### src/rtl/video_pixel_op_if.sv
// Video stream bundle for video_pixel_op: raw pixel/sync/control in, processed pixel/sync and status out.
// The slave modport is the operator's view, the master modport the driving stage's view.
interface video_pixel_op_if #(
    parameter int CH  = 3,
    parameter int BPC = 8
);
    logic [1:0]        mode_in;
    logic [CH-1:0]     chan_en;
    logic [BPC-1:0]    thresh_in;
    logic              activeVideo;
    logic [CH*BPC-1:0] videoData;
    logic              vsync;
    logic              hsync;
    logic              activeVideo_out;
    logic [CH*BPC-1:0] videoData_out;
    logic              vsync_out;
    logic              hsync_out;
    logic [1:0]        mode_active;
    logic [15:0]       frame_count;
    logic [23:0]       pixel_count;

    modport slave (
        input  mode_in, chan_en, thresh_in, activeVideo, videoData, vsync, hsync,
        output activeVideo_out, videoData_out, vsync_out, hsync_out,
        output mode_active, frame_count, pixel_count
    );

    modport master (
        output mode_in, chan_en, thresh_in, activeVideo, videoData, vsync, hsync,
        input  activeVideo_out, videoData_out, vsync_out, hsync_out,
        input  mode_active, frame_count, pixel_count
    );
endinterface

### src/rtl/video_pixel_op.sv
// Per-pixel operator (pass/invert/threshold/grayscale) with frame-synchronous control shadows and a LAT-deep aligned pipeline.
// Optional frame/pixel statistics are built only when VIDEO_PIXOP_STATS_EN is defined.
module video_pixel_op #(
    parameter int CH  = 3,
    parameter int BPC = 8,
    parameter int LAT = 2
) (
    input  logic            clk,
    input  logic            rst,
    video_pixel_op_if.slave vid
);
    localparam int             PW      = CH * BPC;
    localparam bit             GRAY_OK = (CH == 3);
    localparam logic [BPC-1:0] THR_RST = {1'b1, {(BPC-1){1'b0}}};

    logic             vsync_q_r;
    logic             frame_start_s;
    logic [1:0]       mode_sh_r;
    logic [CH-1:0]    en_sh_r;
    logic [BPC-1:0]   thr_sh_r;
    logic [BPC-1:0]   gray_s;
    logic [BPC-1:0]   ch_s;
    logic [PW-1:0]    stage1_s;
    logic [PW-1:0]    pix_r [LAT];
    logic             av_r  [LAT];
    logic             vs_r  [LAT];
    logic             hs_r  [LAT];

    assign frame_start_s = vid.vsync & ~vsync_q_r;

    // Luma-style weighted mean; the sum is two bits wider than a channel so it can never overflow.
    generate
        if (GRAY_OK) begin : g_gray
            assign gray_s = BPC'(({2'b00, vid.videoData[0 +: BPC]}
                                + {1'b0, vid.videoData[BPC +: BPC], 1'b0}
                                + {2'b00, vid.videoData[2*BPC +: BPC]}) >> 2);
        end else begin : g_no_gray
            assign gray_s = '0;
        end
    endgenerate

    // Control shadows: reloaded only on a vsync rise so a frame is never processed with mixed settings.
    always_ff @(posedge clk) begin
        if (rst) begin
            vsync_q_r <= 1'b0;
            mode_sh_r <= 2'b00;
            en_sh_r   <= '1;
            thr_sh_r  <= THR_RST;
        end else begin
            vsync_q_r <= vid.vsync;
            if (frame_start_s) begin
                mode_sh_r <= vid.mode_in;
                en_sh_r   <= vid.chan_en;
                thr_sh_r  <= vid.thresh_in;
            end
        end
    end

    // Stage-1 pixel operation, using the shadows as they stood before this cycle's edge.
    always_comb begin
        stage1_s = '0;
        ch_s     = '0;
        for (int c = 0; c < CH; c++) begin
            ch_s = vid.videoData[c*BPC +: BPC];
            if (!vid.activeVideo) begin
                stage1_s[c*BPC +: BPC] = '0;
            end else if (en_sh_r[c]) begin
                case (mode_sh_r)
                    2'b00:   stage1_s[c*BPC +: BPC] = ch_s;
                    2'b01:   stage1_s[c*BPC +: BPC] = ~ch_s;
                    2'b10:   stage1_s[c*BPC +: BPC] = (ch_s >= thr_sh_r) ? '1 : '0;
                    2'b11: begin
                        if (GRAY_OK) begin
                            stage1_s[c*BPC +: BPC] = gray_s;
                        end else begin
                            stage1_s[c*BPC +: BPC] = ch_s;
                        end
                    end
                    default: stage1_s[c*BPC +: BPC] = ch_s;
                endcase
            end else begin
                stage1_s[c*BPC +: BPC] = ch_s;
            end
        end
    end

    // Matched delay line: pixel and all timing signals travel together through LAT registers.
    always_ff @(posedge clk) begin
        if (rst) begin
            for (int i = 0; i < LAT; i++) begin
                pix_r[i] <= '0;
                av_r[i]  <= 1'b0;
                vs_r[i]  <= 1'b0;
                hs_r[i]  <= 1'b0;
            end
        end else begin
            pix_r[0] <= stage1_s;
            av_r[0]  <= vid.activeVideo;
            vs_r[0]  <= vid.vsync;
            hs_r[0]  <= vid.hsync;
            for (int i = 1; i < LAT; i++) begin
                pix_r[i] <= pix_r[i-1];
                av_r[i]  <= av_r[i-1];
                vs_r[i]  <= vs_r[i-1];
                hs_r[i]  <= hs_r[i-1];
            end
        end
    end

    assign vid.videoData_out   = pix_r[LAT-1];
    assign vid.activeVideo_out = av_r[LAT-1];
    assign vid.vsync_out       = vs_r[LAT-1];
    assign vid.hsync_out       = hs_r[LAT-1];
    assign vid.mode_active     = mode_sh_r;

`ifdef VIDEO_PIXOP_STATS_EN
    logic [15:0] frame_cnt_r;
    logic [23:0] acc_r;
    logic [23:0] pix_cnt_r;
    logic [23:0] acc_inc_s;

    // Saturating active-pixel accumulator including the current input cycle.
    always_comb begin
        if (vid.activeVideo && (acc_r != 24'hFF_FFFF)) begin
            acc_inc_s = acc_r + 24'd1;
        end else begin
            acc_inc_s = acc_r;
        end
    end

    // Frame statistics: latch the finished frame's pixel total and restart on each boundary.
    always_ff @(posedge clk) begin
        if (rst) begin
            frame_cnt_r <= 16'h0000;
            acc_r       <= 24'h00_0000;
            pix_cnt_r   <= 24'h00_0000;
        end else if (frame_start_s) begin
            frame_cnt_r <= frame_cnt_r + 16'd1;
            pix_cnt_r   <= acc_inc_s;
            acc_r       <= 24'h00_0000;
        end else begin
            acc_r       <= acc_inc_s;
        end
    end

    assign vid.frame_count = frame_cnt_r;
    assign vid.pixel_count = pix_cnt_r;
`else
    assign vid.frame_count = 16'h0000;
    assign vid.pixel_count = 24'h00_0000;
`endif
endmodule

### src/flat_wrapper.sv
// flat-port wrapper written by rule: the top's interface ports become plain ports
module video_pixel_op_flat 
#(
    parameter int CH  = 3,
    parameter int BPC = 8,
    parameter int LAT = 2
)
  (clk, rst, vid_mode_in, vid_chan_en, vid_thresh_in, vid_activeVideo, vid_videoData, vid_vsync, vid_hsync, vid_activeVideo_out, vid_videoData_out, vid_vsync_out, vid_hsync_out, vid_mode_active, vid_frame_count, vid_pixel_count);
  video_pixel_op_if #(.CH(CH), .BPC(BPC)) vid_i ();
  input  logic clk;
  input  logic rst;
  input wire logic [$bits(vid_i.mode_in)-1:0] vid_mode_in;
  input wire logic [$bits(vid_i.chan_en)-1:0] vid_chan_en;
  input wire logic [$bits(vid_i.thresh_in)-1:0] vid_thresh_in;
  input wire logic [$bits(vid_i.activeVideo)-1:0] vid_activeVideo;
  input wire logic [$bits(vid_i.videoData)-1:0] vid_videoData;
  input wire logic [$bits(vid_i.vsync)-1:0] vid_vsync;
  input wire logic [$bits(vid_i.hsync)-1:0] vid_hsync;
  output wire logic [$bits(vid_i.activeVideo_out)-1:0] vid_activeVideo_out;
  output wire logic [$bits(vid_i.videoData_out)-1:0] vid_videoData_out;
  output wire logic [$bits(vid_i.vsync_out)-1:0] vid_vsync_out;
  output wire logic [$bits(vid_i.hsync_out)-1:0] vid_hsync_out;
  output wire logic [$bits(vid_i.mode_active)-1:0] vid_mode_active;
  output wire logic [$bits(vid_i.frame_count)-1:0] vid_frame_count;
  output wire logic [$bits(vid_i.pixel_count)-1:0] vid_pixel_count;
  assign vid_i.mode_in = vid_mode_in;
  assign vid_i.chan_en = vid_chan_en;
  assign vid_i.thresh_in = vid_thresh_in;
  assign vid_i.activeVideo = vid_activeVideo;
  assign vid_i.videoData = vid_videoData;
  assign vid_i.vsync = vid_vsync;
  assign vid_i.hsync = vid_hsync;
  assign vid_activeVideo_out = vid_i.activeVideo_out;
  assign vid_videoData_out = vid_i.videoData_out;
  assign vid_vsync_out = vid_i.vsync_out;
  assign vid_hsync_out = vid_i.hsync_out;
  assign vid_mode_active = vid_i.mode_active;
  assign vid_frame_count = vid_i.frame_count;
  assign vid_pixel_count = vid_i.pixel_count;
  video_pixel_op #(.CH(CH), .BPC(BPC), .LAT(LAT)) u_core (.clk(clk), .rst(rst), .vid(vid_i));
endmodule
### config.mk
export PLATFORM = sky130hd
export DESIGN_NAME = video_pixel_op_flat
export DESIGN_NICKNAME = d
export VERILOG_FILES = /design/src/rtl/video_pixel_op_if.sv /design/src/rtl/video_pixel_op.sv /design/src/flat_wrapper.sv
export SDC_FILE = /design/constraint.sdc
export NUM_CORES = 1
export LEC_CHECK = 0
export CORE_ASPECT_RATIO = 0.7
export CORE_MARGIN = 1.5
export CORE_UTILIZATION = 28
export DETAILED_ROUTE_END_ITERATION = 8
export PLACE_DENSITY = 0.61
export SETUP_SLACK_MARGIN = 0.3
export SYNTH_ARGS = -nofsm -noshare
export SYNTH_HDL_FRONTEND = slang
export SYNTH_SLANG_ARGS = --single-unit
export TNS_END_PERCENT = 10
### constraint.sdc
create_clock -name clk -period 3.1 [get_ports clk]
set_input_delay 0.62 -clock clk [delete_from_list [all_inputs] [get_ports clk]]
set_output_delay 0.62 -clock clk [all_outputs]
set_load 0.02 [all_outputs]
==> results of run 1 <==
==> power breakdown <==
part / switching, W / internal [W] / leakage (nW)
Sequential: 0.0000205 / 0.000906 / 0.549
Combinational: 0.000313 / 0.000248 / 1.38
Clock: 0.000381 / 0.000701 / 0.152
Total: 0.000715 / 0.00185 / 2.08
==> critical path, stage by stage <==
cell and delay, ns:
sky130_fd_sc_hd__clkdlybuf4s50_1 0.52, sky130_fd_sc_hd__fa_1 0.46, sky130_fd_sc_hd__ha_1 0.33, sky130_fd_sc_hd__buf_4 0.15, sky130_fd_sc_hd__nand3_1 0.07, sky130_fd_sc_hd__nand3b_1 0.19, sky130_fd_sc_hd__o31ai_4 0.28, sky130_fd_sc_hd__nor3b_4 0.26
sky130_fd_sc_hd__a31oi_1 0.11
==> cell usage after synthesis (2+ instances only) <==
| library cell | n | share of area [%] |
|---|---|---|
| sky130_fd_sc_hd__nor2_1 | 10 | 0.98 |
| sky130_fd_sc_hd__inv_1 | 15 | 1.5 |
| sky130_fd_sc_hd__dfxtp_1 | 67 | 35 |
| sky130_fd_sc_hd__clkbuf_1 | 11 | 1.1 |
| sky130_fd_sc_hd__a21boi_0 | 2 | 0.39 |
| sky130_fd_sc_hd__buf_4 | 65 | 13 |
| sky130_fd_sc_hd__a21oi_1 | 27 | 3.5 |
| sky130_fd_sc_hd__nand3b_1 | 5 | 0.98 |
| sky130_fd_sc_hd__or2b_1 | 7 | 1.4 |
| sky130_fd_sc_hd__nand2_1 | 40 | 3.9 |
| sky130_fd_sc_hd__o211ai_1 | 2 | 0.39 |
| sky130_fd_sc_hd__fa_1 | 8 | 4.2 |
| sky130_fd_sc_hd__ha_1 | 31 | 10 |
| sky130_fd_sc_hd__o21ai_0 | 38 | 5.0 |
| sky130_fd_sc_hd__nand3_1 | 4 | 0.52 |
| sky130_fd_sc_hd__o2111ai_1 | 2 | 0.46 |
| sky130_fd_sc_hd__nor3_1 | 9 | 1.2 |
| sky130_fd_sc_hd__nor2b_1 | 35 | 5.7 |
| sky130_fd_sc_hd__or3_1 | 2 | 0.33 |
| sky130_fd_sc_hd__o21a_1 | 2 | 0.39 |
| sky130_fd_sc_hd__xnor2_1 | 2 | 0.46 |
| sky130_fd_sc_hd__a31oi_1 | 18 | 3.0 |
| sky130_fd_sc_hd__nand2b_1 | 12 | 2.0 |
==> cell type report <==
cell class / count / area [µm²] / area share [%]
Clock inverter: 6 / 90.09 / 1.778
Tap cell: 185 / 231.5 / 4.569
Sequential cell: 67 / 1341 / 26.48
Inverter: 16 / 60.06 / 1.185
Clock buffer: 9 / 225.2 / 4.446
Multi-Input combinational cell: 314 / 2120 / 41.84
Timing Repair Buffer: 107 / 998.5 / 19.71
==> stage by stage <==
step / hold slack, ns / cell area [µm²]
after floorplan: 0.4138 / 3961
after global placement: 0.4194 / 4627
after detailed placement: 0.4218 / 4627
after CTS: 0.4353 / 4981
after global routing: 0.4446 / 5066
final: 0.4332 / 5066
==> flip-flops by register name, indices dropped and copies added (netlist names) <==
signal / cells
u_core.av_r: 2
u_core.thr_sh_r: 8
u_core.pix_r: 48
u_core.vid.mode_active: 2
u_core.vs_r: 2
u_core.hs_r: 2
u_core.en_sh_r: 3
==> placed cells by master, fill, tap and decap left out, types with 2 or more instances in the layout <==
master                            count
sky130_fd_sc_hd__nand3_1              3
sky130_fd_sc_hd__dlymetal6s2s_1       8
sky130_fd_sc_hd__o21a_1               2
sky130_fd_sc_hd__o2111ai_1            2
sky130_fd_sc_hd__clkbuf_16            9
sky130_fd_sc_hd__nand3b_1             5
sky130_fd_sc_hd__a21boi_0             2
sky130_fd_sc_hd__o211ai_1             2
sky130_fd_sc_hd__nand2b_1            12
sky130_fd_sc_hd__conb_1              40
sky130_fd_sc_hd__o21ai_0             37
sky130_fd_sc_hd__a21oi_1             26
sky130_fd_sc_hd__fa_1                 4
sky130_fd_sc_hd__buf_4               37
sky130_fd_sc_hd__a31oi_1             17
sky130_fd_sc_hd__nor3_1               6
sky130_fd_sc_hd__fa_2                 4
sky130_fd_sc_hd__or2b_1               7
sky130_fd_sc_hd__nor3_2               3
sky130_fd_sc_hd__xnor2_1              2
sky130_fd_sc_hd__inv_2                5
sky130_fd_sc_hd__dfxtp_1             67
sky130_fd_sc_hd__bufinv_16            2
sky130_fd_sc_hd__inv_1               11
sky130_fd_sc_hd__nor2b_1             35
sky130_fd_sc_hd__clkdlybuf4s50_1     62
sky130_fd_sc_hd__ha_1                30
sky130_fd_sc_hd__nor2_1              10
sky130_fd_sc_hd__nand2_1             40
==> cell families (layout without fill, tap and decap cells) <==
kind of cell,count (synthesis),in the layout,synth area share [%]
buf+inv,92,138,15.45
flops,67,67,35.16
other cells,1,40,0.09830
simple gates,132,132,18.89
fa+ha+maj,39,39,14.37
xor+xnor,2,2,0.4593
mux,1,1,0.2624
compound gates,100,100,15.32
==> worst max path at each step <==
stage,to,slack [ns]
detailed placement,u_core.pix_r[0][21],-0.29
floorplan,u_core.pix_r[0][21],0.50
CTS,u_core.pix_r[0][22],0.25
global placement,u_core.pix_r[0][21],-0.20
finish,u_core.pix_r[0][22],0.30
global route,u_core.pix_r[0][22],0.24
==> timing repair <==
item	in CTS	in global routing
endpoints found under the setup margin	15	14
resized for setup	8	23
pin swaps	2	10
setup buffers	1	1
==> layer usage <==
layer	up-vias	GRT usage [%]
li1	1543	-
met1	1453	18.92
met2	144	21.14
met3	23	4.608
met4	0	5.075
met5	-	0
==> results by group, run 1 <==
Status
  • Status: finished clean

GRT
  • Global-route wire length before repair: 15360 µm
  • Maximum number of pins on one net before global-route repair: 43
  • Overflow left after global routing: 0
  • Total track usage: 14.10%
  • Initial antenna violation count: 0
  • Vias in the first global route: 3041

Clocking
  • TritonCTS clock tree: done
  • Root buffer cell: sky130_fd_sc_hd__clkbuf_16
  • Number of hold-repair buffers added at the cts stage: 0
  • Clk Latency, worst-skew pair: 0.33 ns
  • Clock Tree Buf Depth: 2
  • Clock Pin Slew Worst Setup and Hold Paths: 0.06 ns
  • # H-tree levels: 3
  • Number of sinks handled by clock tree synthesis: 67
  • Num CTS Buffers: 9

Synth
  • Async set-reset flop share out of synthesis: 0%
  • Post-Syn Area: 3815 µm²
  • Post-synthesis instance total: 434
  • #FFs+latches synth: 67
  • Top_reg_cell synth: sky130_fd_sc_hd__dfxtp_1
  • Number of enable-type register cells in the synthesized netlist: 0
  • Number of distinct library cells after synthesis: 43
  • Synth warnings: 0
  • Register area share after synthesis: 35.16%
  • Post-Synthesis Mean Instance Area: 8.790 µm²

STA
  • Headroom to the max-slew limit: 52.32%
  • Final critical path time including I/O delays and setup: 2.796 ns
  • Total count of max-transition violations in the final report: 0
  • Count of final setup violators: 0
  • Final worst path period share: 90.19%
  • Final Worst Setup Slack: 0.3040 ns
  • Max Clock Freq: 0.3577 GHz
  • Worst-margin pin slew: 0.7120 ns
  • RSZ-0062 raised after global routing: true
  • Max Clock Skew: 0.006241 ns
  • TNS Setup: 0 ns
  • Final number of hold-violating endpoints: 0

Placed design
  • Detailed placer's ending HPWL: 7652 µm
  • Input/output buffers: 70
  • Cell Count Post-Placement: 687
  • Gp weighted congestion: 0.8673
  • Place WS: -0.2907 ns

Routing
  • Met1 Routed Length: 4640 µm
  • Remaining antenna violation count after routing: 0
  • Wire length on met3: 808 µm
  • Wire length per cell after detailed routing: 14.11 µm
  • Number of vias after detailed routing: 3163
  • Post-route DRC violation count: 0
  • First-pass DRT Iterations: 5
  • Routed length on met2: 4318 µm
  • Max layer used: met4
  • Number of DRC violations after detailed-routing iteration 0: 160
  • Routed wire length: 9933 µm
  • Vias/cell: 4.493

Min path
  • Worst Hold Endpoint: u_core.pix_r[0][33]
  • Worst min path class: flip-flop to flip-flop
  • Number of cells traversed by the worst hold path: 1
  • Source of the worst hold timing path: u_core.pix_r[0][9]

Die
  • Horiz. Die Dim: 142.5 µm
  • Number of top-level design ports: 111
  • Starting Density: 28.85%
  • Die Y-Extent: 100.7 µm
  • Row Count: 35
  • Core area: 13230 µm²
  • DIE AREA: 14350 µm²

Power and ir drop
  • Leakage power of the design: 2.082 nW
  • Total power draw: 0.002569 W
  • Max VDD drop: 0.0002677 V
  • PwrDens: 507.2 nW/µm²

Finish
  • Proportion of layout cells with a drive suffix above 1: 14.84%
  • # fillers: 1322
  • Final core utilization: 38.31%
  • Final standard cell count with taps included and fillers excluded: 704
  • Diode insertion count for antenna repair: 0
  • Final Net Count: 596
  • Synthesis-to-layout area growth: 32.80%

Worst setup path
  • Critical path fanouts, max: 4
  • Required arrival time at the worst endpoint: 3.30 ns
  • Reg2Reg Capture Point: u_core.pix_r[0][3]
  • Worst Setup Start Kind: primary input
  • Data arrival, critical path: 2.99 ns
  • Startpoint of the most critical register-to-register path: u_core.vid.mode_active[0]
  • Launching element of the worst setup path: vid_videoData[4]
  • Category of the most critical setup path: primary input to flip-flop
  • Endpoint class of the critical path: flip-flop
  • Setup slack of the most critical reg-to-reg path: 0.95 ns
  • Cell count of the worst reg-to-reg path: 6

Flow run
  • Max-cap check violation count: 0
No activity file was read; power rests on OpenSTA's default activity.
==> run 2, diff against run 1 <==
--- a/config.mk
+++ b/config.mk
@@ -9,7 +9,7 @@
 export CORE_MARGIN = 1.5
 export CORE_UTILIZATION = 28
 export DETAILED_ROUTE_END_ITERATION = 8
-export PLACE_DENSITY = 0.61
+export PLACE_DENSITY = 0.51
 export SETUP_SLACK_MARGIN = 0.3
 export SYNTH_ARGS = -nofsm -noshare
 export SYNTH_HDL_FRONTEND = slang
==> run 2 against run 1 <==
Net effect: flip-flop and latch count stayed put; count of clock-buffer cells in the layout unchanged; via count decreased by 4.4%; cell area fell by 1.5%; register-to-register slack lost 0.07 ns; critical endpoint is now u_core.pix_r[0][14].
==> results by group, run 2 (synthesis gave the netlist of run 1 again) <==
Status
  • Status: finished clean

Power and ir drop
  • PwrDens: 498.3 nW/µm²
  • Max VDD drop: 0.0002167 V
  • Leakage power of the design: 2.051 nW
  • Total power draw: 0.002486 W

Clocking
  • Number of hold-repair buffers added at the cts stage: 0
  • Clk Latency, worst-skew pair: 0.33 ns
  • Clock Pin Slew Worst Setup and Hold Paths: 0.06 ns
  • TritonCTS clock tree: done
  • Num CTS Buffers: 9
  • Number of sinks handled by clock tree synthesis: 67
  • Clock Tree Buf Depth: 2
  • # H-tree levels: 3
  • Root buffer cell: sky130_fd_sc_hd__clkbuf_16

STA
  • RSZ-0062 raised after global routing: true
  • Worst-margin pin slew: 0.6275 ns
  • Final worst path period share: 88.83%
  • Final number of hold-violating endpoints: 0
  • Max Clock Skew: 0.002991 ns
  • Headroom to the max-slew limit: 57.98%
  • Count of final setup violators: 0
  • Max Clock Freq: 0.3632 GHz
  • Total count of max-transition violations in the final report: 0
  • Final critical path time including I/O delays and setup: 2.754 ns

Min path
  • Worst Hold Endpoint: u_core.pix_r[0][47]
  • Number of cells traversed by the worst hold path: 1
  • Worst min path class: flip-flop to flip-flop
  • Source of the worst hold timing path: u_core.pix_r[0][23]

Routing
  • Wire length per cell after detailed routing: 13.99 µm
  • Number of vias after detailed routing: 3024
  • Post-route DRC violation count: 0
  • Routed wire length: 9861 µm
  • Vias/cell: 4.289
  • Remaining antenna violation count after routing: 0
  • First-pass DRT Iterations: 4
  • Number of DRC violations after detailed-routing iteration 0: 175

Flow run
  • Max-cap check violation count: 0

Finish
  • Synthesis-to-layout area growth: 30.76%
  • Area taken by flip-flops and latches: 1341 µm²
  • Most common cell after layout, fill and taps aside: sky130_fd_sc_hd__dfxtp_1
  • Register containing the most flip-flops in the final layout: u_core.pix_r
  • Proportion of layout cells with a drive suffix above 1: 13.85%
  • Max reg flops: 48
  • Diode insertion count for antenna repair: 0
  • Final Net Count: 596
  • # fillers: 1399
  • Area of combinational cells with multiple inputs: 2067 µm²
  • Post-route design area: 4989 µm²
  • Highest-count cells in the layout ignoring fill and taps: 67 x sky130_fd_sc_hd__dfxtp_1, 63 x sky130_fd_sc_hd__clkdlybuf4s50_1, 40 x sky130_fd_sc_hd__nand2_1, 40 x sky130_fd_sc_hd__conb_1
  • Final core utilization: 37.72%
  • Registers with the highest flip-flop counts: u_core.pix_r (48), u_core.thr_sh_r (8), u_core.en_sh_r (3)

GRT
  • GR Layer Usage met3: 3.990%
  • Total track usage: 14.78%
  • Initial antenna violation count: 0
  • GR met1 Demand/Resource: 20.87%
  • Global-route met2 utilization: 21.70%
  • Global-route wire length before repair: 16060 µm
  • Overflow left after global routing: 0
  • Maximum number of pins on one net before global-route repair: 43
  • Vias in the first global route: 3025
  • Layer with the highest usage after global routing: met2

Die
  • Die Y-Extent: 100.7 µm
  • Number of top-level design ports: 111
  • Horiz. Die Dim: 142.5 µm
  • Core area: 13230 µm²
  • DIE AREA: 14350 µm²
  • Starting Density: 28.85%
  • Row Count: 35

Worst setup path
  • Data arrival, critical path: 2.96 ns
  • Endpoint class of the critical path: flip-flop
  • Critical path fanouts, max: 4
  • Reg2Reg Capture Point: u_core.pix_r[0][3]
  • Category of the most critical setup path: primary input to flip-flop
  • Cell count of the worst reg-to-reg path: 6
  • Required arrival time at the worst endpoint: 3.30 ns
  • Worst Setup Start Kind: primary input
  • Setup slack of the most critical reg-to-reg path: 0.88 ns
  • Startpoint of the most critical register-to-register path: u_core.vid.mode_active[0]

Placed design
  • Cell area after placement: 4627 µm²
  • Gp weighted congestion: 0.8595
  • Input/output buffers: 70
  • Detailed placer's ending HPWL: 7642 µm
-- run 2: changes by cell type in the layout (fill, tap and decap cells not counted), moves of 2 or more --
cell / change
sky130_fd_sc_hd__dlygate4sd2_1: +2
sky130_fd_sc_hd__nor3_2: -2
sky130_fd_sc_hd__dlymetal6s2s_1: -3
sky130_fd_sc_hd__nor3_1: +2
-- run 2: where the power goes --
group | leakage [nW] | switching [W] | internal [W]
registers | 0.549 | 0.0000188 | 0.000905
logic | 1.35 | 0.000305 | 0.000237
clock network | 0.150 | 0.000392 | 0.000627
-- run 2: critical path, cell delays in order --
cell and delay, ns:
sky130_fd_sc_hd__clkdlybuf4s50_1 0.57, sky130_fd_sc_hd__fa_1 0.46, sky130_fd_sc_hd__ha_1 0.32, sky130_fd_sc_hd__buf_4 0.15, sky130_fd_sc_hd__nand3_1 0.07, sky130_fd_sc_hd__nand3b_1 0.14
sky130_fd_sc_hd__o31ai_2 0.22, sky130_fd_sc_hd__nor3b_2 0.26, sky130_fd_sc_hd__a31oi_1 0.14
-- run 2: layer usage --
metal / up-vias / routed length [µm]
met3: 8 / 631
met1: 1381 / 5084
met4: 0 / 116
met5: - / 0
li1: 1540 / -
met2: 95 / 4028
-- run 2: how the worst max path moves through the flow --
stage / from / endpoint / slack, ns
2_1_floorplan: vid_videoData[1] / u_core.pix_r[0][21] / 0.50
3_3_place_gp: vid_videoData[1] / u_core.pix_r[0][21] / -0.17
6_report: vid_videoData[11] / u_core.pix_r[0][14] / 0.35
4_1_cts: vid_videoData[2] / u_core.pix_r[0][14] / 0.28
5_1_grt: vid_videoData[5] / u_core.pix_r[0][14] / 0.24
3_5_place_dp: vid_videoData[1] / u_core.pix_r[0][19] / -0.22
-- run 2: repair_timing --
action | CTS | global route
resized for setup | 10 | 12
endpoints found under the hold margin | 0 | 0
setup buffers | 0 | 2
pin swaps | 5 | 7
setup endpoints to repair | 15 | 12
-- run 2: per-stage QoR --
| step | cells | setup slack, ns | TNS [ns] | hold WS, ns |
|---|---|---|---|---|
| 3_5_place_dp | 687 | -0.2216 | -2.121 | 0.4212 |
| 5_1_grt | 705 | 0.2385 | 0 | 0.4469 |
| 2_1_floorplan | 473 | 0.5033 | 0 | 0.4138 |
| 3_3_place_gp | 687 | -0.1739 | -1.499 | 0.4201 |
| 4_1_cts | 703 | 0.2845 | 0 | 0.4316 |
| 6_report | 705 | 0.3464 | 0 | 0.4323 |
-- run 2: area by class of cell --
cell class,instances,area share [%]
Clock buffer,9,4.515
Clock inverter,7,1.505
Inverter,16,1.204
Multi-Input combinational cell,314,41.43
Sequential cell,67,26.89
Tap cell,185,4.640
Timing Repair Buffer,107,19.81
